File: config.mk
export PLATFORM = sky130hd
export DESIGN_NAME = axi_cmd_master
export DESIGN_NICKNAME = d
export VERILOG_FILES = /design/src/rtl/axi_cmd_master.sv
export SDC_FILE = /design/constraint.sdc
export NUM_CORES = 1
export LEC_CHECK = 0
export ABC_AREA = 1
export ABC_CLOCK_PERIOD_IN_PS = 1450
export BUFFER_PORTS_ARGS = -buffer_cell sky130_fd_sc_hd__buf_2
export CORE_ASPECT_RATIO = 1.5
export CORE_MARGIN = 1
export CORE_UTILIZATION = 29
export CTS_CLUSTER_SIZE = 14
export DETAILED_ROUTE_END_ITERATION = 10
export SLEW_MARGIN = 20
export SYNTH_ARGS = -nofsm -noshare
export SYNTH_HDL_FRONTEND = slang
export SYNTH_SLANG_ARGS = --single-unit
File: constraint.sdc
create_clock -name ACLK -period 1.45 [get_ports ACLK]
set_clock_uncertainty 0.2 [all_clocks]
set_input_delay 0.0725 -clock ACLK [delete_from_list [all_inputs] [get_ports ACLK]]
set_output_delay 0.0725 -clock ACLK [all_outputs]
set_load 0.02 [all_outputs]
File: src/rtl/axi_cmd_master.sv
// axi_cmd_master: turns one command at a time into a single-beat AXI4 read or
// write, then presents the slave response on the rsp_* channel.
// Optional build macro AXI_CMD_MASTER_IDCHK_EN: rsp_err flags a RID/BID that
// differs from the issued ID, or a read returned without RLAST.
module axi_cmd_master #(
   parameter logic [31:0] BASE_ADDR = 32'h6400_0000,
   parameter logic [15:0] ID_INIT   = 16'h0001
) (
   input  logic        ACLK,
   input  logic        ARESET,
   // command channel
   input  logic        cmd_valid,
   output logic        cmd_ready,
   input  logic        cmd_write,
   input  logic [11:0] cmd_offset,
   input  logic [31:0] cmd_wdata,
   input  logic [3:0]  cmd_wstrb,
   // response channel
   output logic        rsp_valid,
   input  logic        rsp_ready,
   output logic [31:0] rsp_rdata,
   output logic [1:0]  rsp_resp,
   output logic [15:0] rsp_id,
   output logic        rsp_err,
   // AXI read address / read data
   output logic [15:0] ARID,
   output logic [31:0] ARADDR,
   output logic [3:0]  ARLEN,
   output logic [2:0]  ARSIZE,
   output logic [1:0]  ARBURST,
   output logic        ARVALID,
   input  logic        ARREADY,
   input  logic [15:0] RID,
   input  logic [31:0] RDATA,
   input  logic [1:0]  RRESP,
   input  logic        RLAST,
   input  logic        RVALID,
   output logic        RREADY,
   // AXI write address / write data / write response
   output logic [15:0] AWID,
   output logic [31:0] AWADDR,
   output logic [3:0]  AWLEN,
   output logic [2:0]  AWSIZE,
   output logic [1:0]  AWBURST,
   output logic        AWVALID,
   input  logic        AWREADY,
   output logic [31:0] WDATA,
   output logic [7:0]  WSTRB,
   output logic        WVALID,
   input  logic        WREADY,
   input  logic [15:0] BID,
   input  logic [1:0]  BRESP,
   input  logic        BVALID,
   output logic        BREADY
);

   typedef enum logic [2:0] {
      IDLE    = 3'd0,
      RD_ADDR = 3'd1,
      RD_DATA = 3'd2,
      WR_REQ  = 3'd3,
      WR_RESP = 3'd4,
      RSP     = 3'd5
   } state_t;

   state_t      state_r;
   logic [15:0] next_id_r;
   logic [15:0] txid_r;
   logic [31:0] addr_r;
   logic [31:0] wdata_r;
   logic [3:0]  wstrb_r;
   logic        cmd_ready_r;
   logic        arvalid_r;
   logic        rready_r;
   logic        awvalid_r;
   logic        wvalid_r;
   logic        bready_r;
   logic        rsp_valid_r;
   logic [31:0] rsp_rdata_r;
   logic [1:0]  rsp_resp_r;
   logic [15:0] rsp_id_r;
   logic        aw_done_s;
   logic        w_done_s;

   // A write channel is done once its VALID has dropped or it handshakes now
   assign aw_done_s = ~awvalid_r | AWREADY;
   assign w_done_s  = ~wvalid_r | WREADY;

   // Command sequencer: accept, issue one AXI transfer, capture and return response
   always_ff @(posedge ACLK) begin
      if (ARESET) begin
         state_r     <= IDLE;
         next_id_r   <= ID_INIT;
         txid_r      <= 16'h0000;
         addr_r      <= 32'h0000_0000;
         wdata_r     <= 32'h0000_0000;
         wstrb_r     <= 4'h0;
         cmd_ready_r <= 1'b0;
         arvalid_r   <= 1'b0;
         rready_r    <= 1'b0;
         awvalid_r   <= 1'b0;
         wvalid_r    <= 1'b0;
         bready_r    <= 1'b0;
         rsp_valid_r <= 1'b0;
         rsp_rdata_r <= 32'h0000_0000;
         rsp_resp_r  <= 2'b00;
         rsp_id_r    <= 16'h0000;
      end else begin
         case (state_r)
            IDLE: begin
               if (cmd_ready_r && cmd_valid) begin
                  cmd_ready_r <= 1'b0;
                  addr_r      <= BASE_ADDR | {20'h0_0000, cmd_offset};
                  txid_r      <= next_id_r;
                  next_id_r   <= next_id_r + 16'h0001;
                  if (cmd_write) begin
                     wdata_r   <= cmd_wdata;
                     wstrb_r   <= cmd_wstrb;
                     awvalid_r <= 1'b1;
                     wvalid_r  <= 1'b1;
                     state_r   <= WR_REQ;
                  end else begin
                     arvalid_r <= 1'b1;
                     state_r   <= RD_ADDR;
                  end
               end else begin
                  cmd_ready_r <= 1'b1;
               end
            end
            RD_ADDR: begin
               if (ARREADY) begin
                  arvalid_r <= 1'b0;
                  rready_r  <= 1'b1;
                  state_r   <= RD_DATA;
               end
            end
            RD_DATA: begin
               if (RVALID) begin
                  rready_r    <= 1'b0;
                  rsp_rdata_r <= RDATA;
                  rsp_resp_r  <= RRESP;
                  rsp_id_r    <= txid_r;
                  rsp_valid_r <= 1'b1;
                  state_r     <= RSP;
               end
            end
            WR_REQ: begin
               if (AWREADY) begin
                  awvalid_r <= 1'b0;
               end
               if (WREADY) begin
                  wvalid_r <= 1'b0;
               end
               if (aw_done_s && w_done_s) begin
                  awvalid_r <= 1'b0;
                  wvalid_r  <= 1'b0;
                  bready_r  <= 1'b1;
                  state_r   <= WR_RESP;
               end
            end
            WR_RESP: begin
               if (BVALID) begin
                  bready_r    <= 1'b0;
                  rsp_rdata_r <= 32'h0000_0000;
                  rsp_resp_r  <= BRESP;
                  rsp_id_r    <= txid_r;
                  rsp_valid_r <= 1'b1;
                  state_r     <= RSP;
               end
            end
            RSP: begin
               if (rsp_ready) begin
                  rsp_valid_r <= 1'b0;
                  cmd_ready_r <= 1'b1;
                  state_r     <= IDLE;
               end
            end
            default: begin
               state_r <= IDLE;
            end
         endcase
      end
   end

`ifdef AXI_CMD_MASTER_IDCHK_EN
   logic rsp_err_r;

   // Flag an ID mismatch (or a read without RLAST) when the response is captured
   always_ff @(posedge ACLK) begin
      if (ARESET) begin
         rsp_err_r <= 1'b0;
      end else if ((state_r == RD_DATA) && RVALID) begin
         rsp_err_r <= (RID != txid_r) || !RLAST;
      end else if ((state_r == WR_RESP) && BVALID) begin
         rsp_err_r <= (BID != txid_r);
      end else begin
         rsp_err_r <= rsp_err_r;
      end
   end

   assign rsp_err = rsp_err_r;
`else
   logic unused_s;
   assign unused_s = ^{1'b0, RID, RLAST, BID};
   assign rsp_err  = 1'b0;
`endif

   assign cmd_ready = cmd_ready_r;
   assign rsp_valid = rsp_valid_r;
   assign rsp_rdata = rsp_rdata_r;
   assign rsp_resp  = rsp_resp_r;
   assign rsp_id    = rsp_id_r;

   assign ARID    = txid_r;
   assign ARADDR  = addr_r;
   assign ARLEN   = 4'h0;
   assign ARSIZE  = 3'b010;
   assign ARBURST = 2'b01;
   assign ARVALID = arvalid_r;
   assign RREADY  = rready_r;

   assign AWID    = txid_r;
   assign AWADDR  = addr_r;
   assign AWLEN   = 4'h0;
   assign AWSIZE  = 3'b010;
   assign AWBURST = 2'b01;
   assign AWVALID = awvalid_r;
   assign WDATA   = wdata_r;
   assign WSTRB   = {4'h0, wstrb_r};
   assign WVALID  = wvalid_r;
   assign BREADY  = bready_r;

endmodule
After elaboration in Yosys (flattened, before gate mapping) --
Index checks and enable logic that the tools add are counted.
Cells by class: add/subtract/negate cells 1, bitwise gates (word level) 4, reductions and logical operators 21, equal/unequal tests 15, muxes and demuxes 42
Operator list (count):
- $mux 32 | 2
- $pmux 32 s2 | 1
- $mux 16 | 2
- $pmux 16 s2 | 1
- $mux 1 | 18
- $mux 3 | 6
- $pmux 3 s6 | 1
- $add 16x1->16 const B | 1
- $ne 2x2->1 const B | 8
- $reduce_and 4->1 | 4
- $pmux 1 s2 | 6
- $reduce_and 3->1 | 4
- $reduce_bool 2->1 | 6
- $eq 3x2->1 const B | 2
- $eq 3x3->1 const B | 2
- $mux 2 | 3
- $ne 3x3->1 const B | 2
- $reduce_and 6->1 | 1
- $pmux 2 s2 | 1
- $reduce_and 2->1 | 2
- $eq 3x1->1 const B | 1
- $logic_not 3->1 | 1
- $pmux 1 s3 | 1
- $reduce_bool 3->1 | 1
- 3 further kinds | 6
Storage, ports and cells: flip-flop bits (word level) 141

Longest topological paths before layout --
Gate-level depths: netlist (run 1).
depth after elaboration 5, mapped depth 10, gate-level depth less buffers 10

Worst setup path after synthesis (run 1) --
No wires, ideal clock.
kind flip-flop to flip-flop, start register cmd_ready_r (netlist: cmd_ready), end register wdata_r[11] (netlist: WDATA[11]), cell stages (with the launch flop) 9, library setup time 0.116 ns, required time 1.134 ns, data arrival time 1.267 ns, setup slack -0.133 ns, cell sequence dfxtp_1 > nand2_1 > inv_1 > nand2_1 > nor2_4 > inv_2 > clkbuf_1 > nor2_1 > nor2_1
Between the ends: longest elaborated chain between the ends 2
RTL lines:
- from (decl) | line 72 | logic cmd_ready_r;
- from (signal assigned) | line 98 | cmd_ready_r <= 1'b0;
- from (signal assigned) | line 112 | cmd_ready_r <= 1'b0;
- from (signal assigned) | line 127 | cmd_ready_r <= 1'b1;
- $logic_and 1x1->1 | line 111 | if (cmd_ready_r && cmd_valid) begin
- $reduce_and 3->1 (no line)
- to (signal assigned) | line 117 | wdata_r <= cmd_wdata;
- to (decl) | line 70 | logic [31:0] wdata_r;
Every way passes these cells. A chain may end at the register's enable or synchronous reset.

Worst setup path in the final report (run 1) --
start register state_r[1], end register addr_r[11] (netlist: ARADDR[11])
Between the ends: longest elaborated chain between the ends 2
RTL lines:
- from (decl) | line 66 | state_t state_r;
- from (signal assigned) | line 92 | state_r <= IDLE;
- from (signal assigned) | line 121 | state_r <= WR_REQ;
- from (signal assigned) | line 124 | state_r <= RD_ADDR;
- $logic_not 3->1 | line 109 | case (state_r)
- $reduce_and 2->1 (no line)
- to (signal assigned) | line 113 | addr_r <= BASE_ADDR | {20'h0_0000, cmd_offset};
- to (decl) | line 69 | logic [31:0] addr_r;
Every way passes these cells.

==> flow_metrics.tcl, run 1 <==
set metrics [dict create \
    powerDensity_nw_per_um2 1647 \
    dr.pass1.iters 5 \
    ant_nets 0 \
    grt_start_max_net_pins 62 \
    area_delta_synth_final_pct 57.32 \
    syn-cell-area_um2 6160 \
    cts_num_sinks 141 \
    p_seq_share_pct 32.5 \
    hold_class "in -> reg" \
    grt_use_total_pct 16.80 \
    clk_pin_slew_ns 0.06 \
    maxCapViolCount 0 \
    clock_latency_ns 0.42 \
    synth_flop_cell "dfxtp_1" \
    die_y_um 180.5 \
    vias 6276 \
    register_area_um2 2839 \
    max-vdd-ir-drop_mv 0.7256 \
    multiInputGateArea_um2 2846 \
    tns_ns -11.67 \
    setup_violations 138 \
    p_int_mw 9.928 \
    root_buffer "clkbuf_16" \
    cts_tree "yes" \
    cts_buffer_depth 2 \
    busiest_layer "met2" \
    ys_seq_elements 141 \
    numCtsBuffers 17 \
    dpl.hpwl_um 12170 \
    worstPathRequired_ns 1.60 \
    hold_viol_final 0 \
    arrival_ns 1.77 \
    core-area_um2 20580 \
    num_io_pins 339 \
    rsz0062_at_grt "true" \
    grt.met2_usage_pct 31.52 \
    ys_warn_count 0 \
    grt_first_pass_wirelength_um 28700 \
    cp_slowest_cell "dfxtp_4" \
    hp-start "BVALID" \
    layout.nets 1270 \
    netSwitchingFraction_pct 37.81 \
    max_freq_ghz 0.6187 \
    die_area_um2 21840 \
    routabilityCongestion 0.8171 \
    wl_per_cell_um 13.63 \
    p_clk_share_pct 28.2 \
    status "finished, violations left" \
    nFillCells 1954 \
    antenna_cells 0 \
    synthCells 803 \
    fp.dieW_um 121.0 \
    reg2reg_slack_ns -0.17 \
    critPathMostFrequentCell "buf_12" \
    antenna_found_initial 0 \
    post-route-period-util_pct 111.5 \
    hold_ws_ns 0.04910 \
    routed_wl_um 19320 \
    violations "negative setup slack" \
    setup_ws_ns -0.1663 \
    synthDistinctLibCells 35 \
    p_comb_share_pct 39.3 \
    critical-path-max-stage-delay_ns 0.38 \
    fin_total_pwr_mw 15.97 \
    period_needed_ns 1.616 \
    slew_violations 0 \
    drive_gt1_share_pct 38.65 \
    synth-async-reset-ratio_pct 0 \
    drc 0 \
    gr-total-overflow 0 \
    critPathKind "reg -> reg" \
    crit_path_start "state_r[1]" \
    p_switching_mw 6.037 \
    avgSynthCellArea_um2 7.671 \
    r2r-start "state_r[1]" \
    synth-edff-count 0 \
    grt_use_met1_pct 17.39 \
    path_cells "nor2_4 -> nand2_4 -> nor2_4 -> buf_12 -> buf_12 -> buf_12 -> nand2_2 -> a21oi_2" \
    crit_fanout 8 \
    use_met3_pct 4.209 \
    start_kind "flop" \
    critPathCaptureType "flop" \
    start_util_pct 29.93 \
    first_global_vias 5892 \
    drt-initial-drc-count 201 \
    io_buffer_count 248 \
    htreeDepth 4 \
    rows 64 \
    vias_per_cell 4.426 \
    total_leakage_power_nw 4.584 \
    ys_seq_area_share_pct 45.83 \
    final_util_pct 47.09 \
]
[synthesized netlist by cell type (3+ instances only)]
library cell | count | area [um2]
o21ai_1 | 23 | 115.1
clkbuf_1 | 20 | 75.07
nor3_1 | 5 | 25.02
nand3_1 | 50 | 250.2
nand2_1 | 126 | 473.0
dfxtp_1 | 141 | 2823
nor2_2 | 4 | 25.02
nand2_2 | 3 | 18.77
buf_2 | 7 | 35.03
buf_4 | 94 | 705.7
nor2_1 | 142 | 533.0
a21oi_1 | 67 | 335.3
buf_6 | 11 | 123.9
o21ai_0 | 50 | 250.2
nor2_4 | 3 | 33.78
inv_1 | 29 | 108.9
[worst max-delay path: cells and delay by family, from the launching register on]
kind,cells,cell delay [ns]
and+or+nand+nor,4,0.47
buffers and inverters,3,0.41
DFF,1,0.38
AOI/OAI and AO/OA,1,0.11
[kinds of logic (layout without fill, tap and decap cells)]
logic type | count (synthesis) | in the layout | synth area share (%)
simple gates | 342 | 342 | 23.79
buf+inv | 167 | 463 | 17.47
compound gates | 149 | 149 | 12.45
flops | 141 | 141 | 45.83
other cells | 2 | 57 | 0.1219
fa+ha+maj | 1 | 1 | 0.2031
xor+xnor | 1 | 1 | 0.1422
[path summary, 6_finish.rpt]
check	endpoint	cells after the start
hold reg to reg	rsp_rdata[1]	2
setup reg to reg	ARADDR[11]	8
setup / recovery	ARADDR[11]	8
hold / removal	rsp_valid	5
[per-stage QoR]
stage	instances	setup slack, ns	cell area [um2]
final	1418	-0.1663	9691
after global routing	1418	-0.2284	9691
after CTS	1407	-0.1331	9201
after detailed placement	1275	-0.1986	7480
after global placement	1275	-0.1442	7480
after floorplan	858	-0.05834	6480
[final cells by class]
type                            instances  area share, %
Clock buffer                           18          4.429
Clock inverter                         13          1.704
Inverter                               34          1.536
Multi-Input combinational cell        550          29.37
Sequential cell                       141          29.30
Tap cell                              264          3.409
Timing Repair Buffer                  398          30.25
[sequential cells by signal, indices dropped and copies added, names as in the netlist, 2 cells and up]
register,cells
ARADDR,13
wstrb_r,4
rsp_id,16
ARID,16
rsp_rdata,32
rsp_resp,2
state_r,3
WDATA,32
next_id_r,16
[power by group through the flow]
stage / clock, mW / sequential (mW) / combinational (mW)
finish: 4.50 / 5.18 / 6.28
global route: 4.76 / 5.27 / 6.78
CTS: 4.61 / 5.13 / 5.87
detailed placement: 0 / 5.19 / 5.44
global placement: 0 / 5.17 / 5.42
floorplan: 0 / 5.98 / 3.02
[per-layer routing]
| metal | share of wire [%] | vias up |
|---|---|---|
| met5 | 0 | - |
| met4 | 2.0 | 0 |
| met3 | 5.7 | 25 |
| met2 | 53 | 258 |
| met1 | 39 | 2872 |
| li1 | - | 3121 |
[cells in the final DEF, fill, tap and decap left out, types with 22 or more instances in the layout]
cell type      instances
buf_2                248
o21ai_1               32
a21oi_1               64
inv_1                 26
o21ai_2               35
nor2_1               122
clkbuf_16             22
buf_4                 31
nand2_1              115
dlygate4sd3_1         92
dfxtp_1              136
nand3_1               44
conb_1                57
[repair_timing]
action / CTS / global route
gates resized for setup: 66 / 82
hold buffers: 92 / 0
setup endpoints to repair: 139 / 140
gates cloned: 1 / 5
pin swaps: 11 / 40
setup buffers: 8 / 6
endpoints found under the hold margin: 130 / 0
Note: power is estimated with default switching activity, not from simulation.
==> run 2: changes to the inputs <==
--- a/config.mk
+++ b/config.mk
@@ -8,11 +8,13 @@
 export ABC_AREA = 1
 export ABC_CLOCK_PERIOD_IN_PS = 1450
 export BUFFER_PORTS_ARGS = -buffer_cell sky130_fd_sc_hd__buf_2
-export CORE_ASPECT_RATIO = 1.5
-export CORE_MARGIN = 1
-export CORE_UTILIZATION = 29
+export CORE_AREA = 2 2 131 133
 export CTS_CLUSTER_SIZE = 14
 export DETAILED_ROUTE_END_ITERATION = 10
+export DIE_AREA = 0 0 133 135
+export PLACE_DENSITY = 0.72
+export RECOVER_POWER = 100
+export REMOVE_ABC_BUFFERS = 1
 export SLEW_MARGIN = 20
 export SYNTH_ARGS = -nofsm -noshare
 export SYNTH_HDL_FRONTEND = slang
==> flow_metrics.tcl, run 2 (synthesis results as in run 1) <==
set metrics [dict create \
    hold_class "in -> reg" \
    gr-total-overflow 0 \
    routed_wl_um 23410 \
    cts_tree "yes" \
    htreeDepth 4 \
    cp_slowest_cell "dfxtp_4" \
    violations "negative setup slack" \
    grt_use_total_pct 22.45 \
    crit_fanout 6 \
    reg2reg_slack_ns -0.35 \
    critPathCaptureType "flop" \
    rsz0062_at_grt "true" \
    num_io_pins 339 \
    dpl.hpwl_um 11930 \
    grt_first_pass_wirelength_um 31850 \
    hp-start "RVALID" \
    hold_depth 7 \
    final_common_cell "dfxtp_1" \
    powerDensity_nw_per_um2 1693 \
    tns_ns -34.48 \
    numCtsBuffers 17 \
    slew_violations 0 \
    routabilityCongestion 0.8498 \
    cts_num_sinks 141 \
    start_kind "flop" \
    die_area_um2 17960 \
    setup_violations 140 \
    clk_pin_slew_ns 0.06 \
    post-route-period-util_pct 124.1 \
    setup_ws_ns -0.3492 \
    critical-path-max-stage-delay_ns 0.37 \
    drive_gt1_share_pct 35.23 \
    clock_latency_ns 0.42 \
    cts_buffer_depth 2 \
    root_buffer "clkbuf_16" \
    critPathKind "reg -> reg" \
    maxCapViolCount 0 \
    max_freq_ghz 0.5558 \
    start_util_pct 37.54 \
    dp.cells 1253 \
    hold_viol_final 0 \
    holdPathEnd "rsp_valid" \
    wl_per_cell_um 16.35 \
    first_global_vias 6213 \
    dr.pass1.iters 5 \
    drc 0 \
    drt-initial-drc-count 429 \
    io_buffer_count 248 \
    vias 6895 \
    area_delta_synth_final_pct 68.98 \
    worst_pin_slew_ns 0.5008 \
    ant_nets 0 \
    arrival_ns 1.92 \
    worstPathRequired_ns 1.58 \
    antenna_found_initial 0 \
    max-vdd-ir-drop_mv 0.8775 \
    path_cells "buf_6 -> nor2_4 -> nand2_4 -> nor2_4 -> buf_12 -> buf_12 -> a21oi_2 -> nor3_1" \
    rows 47 \
    total_leakage_power_nw 4.559 \
    mostFrequentLayoutCells "138 x dfxtp_1, 129 x clkbuf_1, 118 x nor2_1, 94 x buf_2" \
    antenna_cells 0 \
    r2r-end "next_id_r[2]" \
    r2r_cells 8 \
    core-area_um2 16410 \
    layout.nets 1328 \
    status "finished, violations left" \
    r2r-start "state_r[1]" \
    instances_no_fill 1432 \
    grt_start_max_net_pins 59 \
    fp.dieW_um 133 \
    period_needed_ns 1.799 \
    vias_per_cell 4.815 \
    die_y_um 135 \
    max_slew_margin_pct 66.62 \
]
-- run 2: worst max-delay path: cells and delay by family (launching register included) --
kind | cells | cell delay (ns)
flip-flops | 1 | 0.37
AND/OR/NAND/NOR | 4 | 0.65
AO/OA/AOI/OAI | 1 | 0.06
buffers and inverters | 3 | 0.42
-- run 2: what timing repair did --
item / CTS / global route
buffers inserted: 22 / 17
gates cloned: 11 / 10
setup endpoints to repair: 141 / 141
gates resized for setup: 115 / 161
endpoints found under the hold margin: 100 / 0
pin swaps: 15 / 57
hold buffers: 92 / 0
-- run 2: cell type report --
cell class                 count  area, um2
clock inverter                 9      111.4
tap                          220      275.3
sequential                   141       2834
multi-input combinational    554       3151
fill                        1328       5998
inverter                      34      138.9
clock buffer                  22      474.2
timing repair buffer         452       3425
-- run 2: metrics by stage --
stage	hold WS, ns	utilization, %	power, mW	setup WS, ns	area (um2)
CTS	-0.02699	58.93	16.55	-0.2559	9668
global placement	0.08396	45.42	10.37	-0.3594	7452
global route	0.1245	63.44	18.39	-0.4229	10410
detailed placement	0.09123	45.42	10.45	-0.4498	7452
floorplan	-0.05843	-	8.154	-0.7715	5423
finish	0.09703	63.44	17.62	-0.3492	10410
-- run 2: how the worst max path moves through the flow --
stage	startpoint	end	slack [ns]	cells past startpoint
2_1_floorplan	state_r[2]	next_id_r[12]	-0.77	8
3_3_place_gp	state_r[0]	rsp_rdata[7]	-0.36	6
3_5_place_dp	state_r[0]	rsp_rdata[11]	-0.45	6
4_1_cts	state_r[2]	next_id_r[12]	-0.26	9
5_1_grt	state_r[1]	next_id_r[2]	-0.42	8
6_report	state_r[1]	next_id_r[2]	-0.35	8
-- run 2: where the power goes --
| group | leakage (nW) | switching, mW | internal (mW) |
|---|---|---|---|
| combinational | 3.13 | 4.55 | 3.46 |
| sequential | 1.15 | 0.591 | 4.65 |
| clock | 0.283 | 1.70 | 2.67 |
-- run 2: layer usage --
metal  vias up  part of all wire, %  global-route usage, %  wire length, um
met5         -                    0                      0                0
met4         0                  2.4                  8.065              572
met3        50                  4.8                  4.955             1122
met2       284                   54                  41.48            12680
met1      3305                   39                  25.38             9033
li1       3256                    -                      -                -
==> run 3: changes to the inputs <==
--- a/config.mk
+++ b/config.mk
@@ -5,14 +5,13 @@
 export SDC_FILE = /design/constraint.sdc
 export NUM_CORES = 1
 export LEC_CHECK = 0
-export ABC_AREA = 1
 export ABC_CLOCK_PERIOD_IN_PS = 1450
 export BUFFER_PORTS_ARGS = -buffer_cell sky130_fd_sc_hd__buf_2
-export CORE_AREA = 2 2 131 133
+export CORE_AREA = 2 2 132 134
 export CTS_CLUSTER_SIZE = 14
 export DETAILED_ROUTE_END_ITERATION = 10
-export DIE_AREA = 0 0 133 135
-export PLACE_DENSITY = 0.72
+export DIE_AREA = 0 0 134 136
+export PLACE_DENSITY = 0.69
 export RECOVER_POWER = 100
 export REMOVE_ABC_BUFFERS = 1
 export SLEW_MARGIN = 20
==> flow_metrics.tcl, run 3 <==
set metrics [dict create \
    gr-total-overflow 0 \
    synthCells 749 \
    io_buffer_count 248 \
    total_leakage_power_nw 4.115 \
    violations "negative setup slack" \
    dpl-instance-area_um2 7258 \
    p_comb_share_pct 43.3 \
    cts_tree "yes" \
    hold_viol_final 0 \
    rsz0062_at_grt "true" \
    synthAdderAreaFrac_pct 0.2129 \
    ys_seq_elements 141 \
    dr.pass1.iters 5 \
    first_global_vias 5753 \
    yosys.area_share.simple_pct 21.99 \
    yosysTopAreaCell "dfxtp_1" \
    clock_latency_ns 0.42 \
    fp.dieW_um 134 \
    ant_nets 0 \
    hold_ws_ns 0.05529 \
    wl_per_cell_um 16.63 \
    root_buffer "clkbuf_16" \
    setup_ws_ns -0.4515 \
    synth_top_family_by_area "simple AND/OR/NAND/NOR gates" \
    start_util_pct 34.83 \
    syn-cell-area_um2 5878 \
    p_switching_mw 5.696 \
    synthTopCellsByArea "dfxtp_1 48%, nand2_1 13%, buf_4 11%" \
    ys_warn_count 0 \
    grt_first_pass_wirelength_um 28860 \
    synth_compound_gate_area_share_pct 12.52 \
    num_io_pins 339 \
    clk_pin_slew_ns 0.06 \
    p_int_mw 9.985 \
    vias 6457 \
    critPathCaptureType "flop" \
    p_clk_share_pct 26.9 \
    powerDensity_nw_per_um2 1502 \
    synth-edff-count 0 \
    layout.nets 1242 \
    yosysMostFrequentCell "nand2_1" \
    tns_ns -47.42 \
    die_area_um2 18220 \
    cts_buffer_depth 2 \
    core-area_um2 16880 \
    htreeDepth 4 \
    hold_class "in -> reg" \
    post-route-period-util_pct 131.1 \
    ys_seq_area_share_pct 48.02 \
    synth_flop_cell "dfxtp_1" \
    max_freq_ghz 0.5259 \
    worstPathRequired_ns 1.60 \
    crit_fanout 7 \
    dpl.hpwl_um 10730 \
    status "finished, violations left" \
    area_delta_synth_final_pct 77.65 \
    numCtsBuffers 17 \
    reg2reg_slack_ns -0.45 \
    arrival_ns 2.06 \
    synth-async-reset-ratio_pct 0 \
    drive_gt1_share_pct 39.34 \
    synthTopCellsByCount "208 x nand2_1, 141 x dfxtp_1, 124 x a21oi_1" \
    routed_wl_um 22500 \
    drc 0 \
    finalInstanceArea_um2 10440 \
    mostFrequentLayoutCells "138 x dfxtp_1, 138 x nand2_1, 127 x clkbuf_1, 93 x buf_2, 91 x dlygate4sd3_1" \
    slew_violations 0 \
    period_needed_ns 1.902 \
    synth_xor_area_share_pct 1.788 \
    netSwitchingFraction_pct 36.33 \
    grt_use_total_pct 20.25 \
    rows 48 \
    start_kind "flop" \
    drt-initial-drc-count 408 \
    routabilityCongestion 0.7569 \
    avgSynthCellArea_um2 7.848 \
    synthDistinctLibCells 37 \
    grt_start_max_net_pins 47 \
    cts_num_sinks 141 \
    antenna_found_initial 2 \
    synth_mux_area_share_pct 0 \
    setup_violations 141 \
    critPathKind "reg -> reg" \
    synth_top_area_share_pct 48.02 \
    die_y_um 136 \
    p_seq_share_pct 29.8 \
    maxCapViolCount 0 \
    max-vdd-ir-drop_mv 1.103 \
    vias_per_cell 4.772 \
]
==> run 3: cell type report <==
type / count / area [um2]
clock buffers: 19 / 432.9
flip-flops and latches: 141 / 2826
fillers: 1391 / 6434
repair buffers: 430 / 3378
multi-input cells: 518 / 3372
diodes: 2 / 5.005
well taps: 225 / 281.5
inverters: 6 / 22.52
clock inverters: 12 / 123.9
==> run 3: repair_timing <==
item	4_1_cts	5_1_grt
endpoints found under the hold margin	131	0
gates resized for setup	73	218
hold buffers	91	0
setup buffers	13	12
pin swaps	29	100
setup endpoints to repair	141	141
gates cloned	12	12
==> run 3: routing by layer <==
layer	vias to the layer above	GRT usage [%]	wire (um)
met5	-	0	0
met4	0	7.742	590
met3	50	5.556	1380
met2	287	36.27	11560
met1	3087	22.93	8965
li1	3033	-	-
==> run 3: path summary, 6_finish.rpt <==
path | from | end | depth (start not counted)
max | state_r[0] | wstrb_r[3] | 7
min | ARREADY | ARVALID | 6
max reg2reg | state_r[0] | wstrb_r[3] | 7
min reg2reg | rsp_id[4] | rsp_id[4] | 2
==> run 3: metrics by stage <==
step / power (mW) / setup slack, ns / util, % / cells
after CTS: 14.40 / -0.4037 / 56.04 / 1331
after floorplan: 6.673 / -1.884 / - / 664
after global placement: 8.525 / -0.4177 / 43.01 / 1184
after detailed placement: 8.558 / -0.4547 / 43.01 / 1184
after global routing: 16.35 / -0.5257 / 61.86 / 1352
final: 15.68 / -0.4515 / 61.88 / 1353
==> run 3: cell families (layout without fill, tap and decap cells) <==
| group | count (synthesis) | after routing |
|---|---|---|
| xor gates and xnor gates | 12 | 12 |
| and+or+nand+nor | 306 | 306 |
| adders and majority gates | 1 | 1 |
| DFF | 141 | 141 |
| other | 2 | 59 |
| AOI/OAI and AO/OA | 141 | 142 |
| buffers and inverters | 146 | 467 |
==> run 3: critical path: stages (launching register included) <==
cell	delay, ns
dfxtp_2	0.32
or3_4	0.38
buf_6	0.14
nor2_4	0.09
and2_4	0.30
clkbuf_16	0.21
nand2_1	0.05
a21oi_1	0.13
==> run 3: power by group through the flow <==
| stage | Clock, mW | Sequential [mW] | Combinational, mW |
|---|---|---|---|
| final | 4.22 | 4.68 | 6.79 |
| after global routing | 4.46 | 4.73 | 7.16 |
| after CTS | 4.30 | 4.58 | 5.52 |
| after detailed placement | 0 | 4.63 | 3.93 |
| after global placement | 0 | 4.62 | 3.91 |
| after floorplan | 0 | 5.31 | 1.36 |
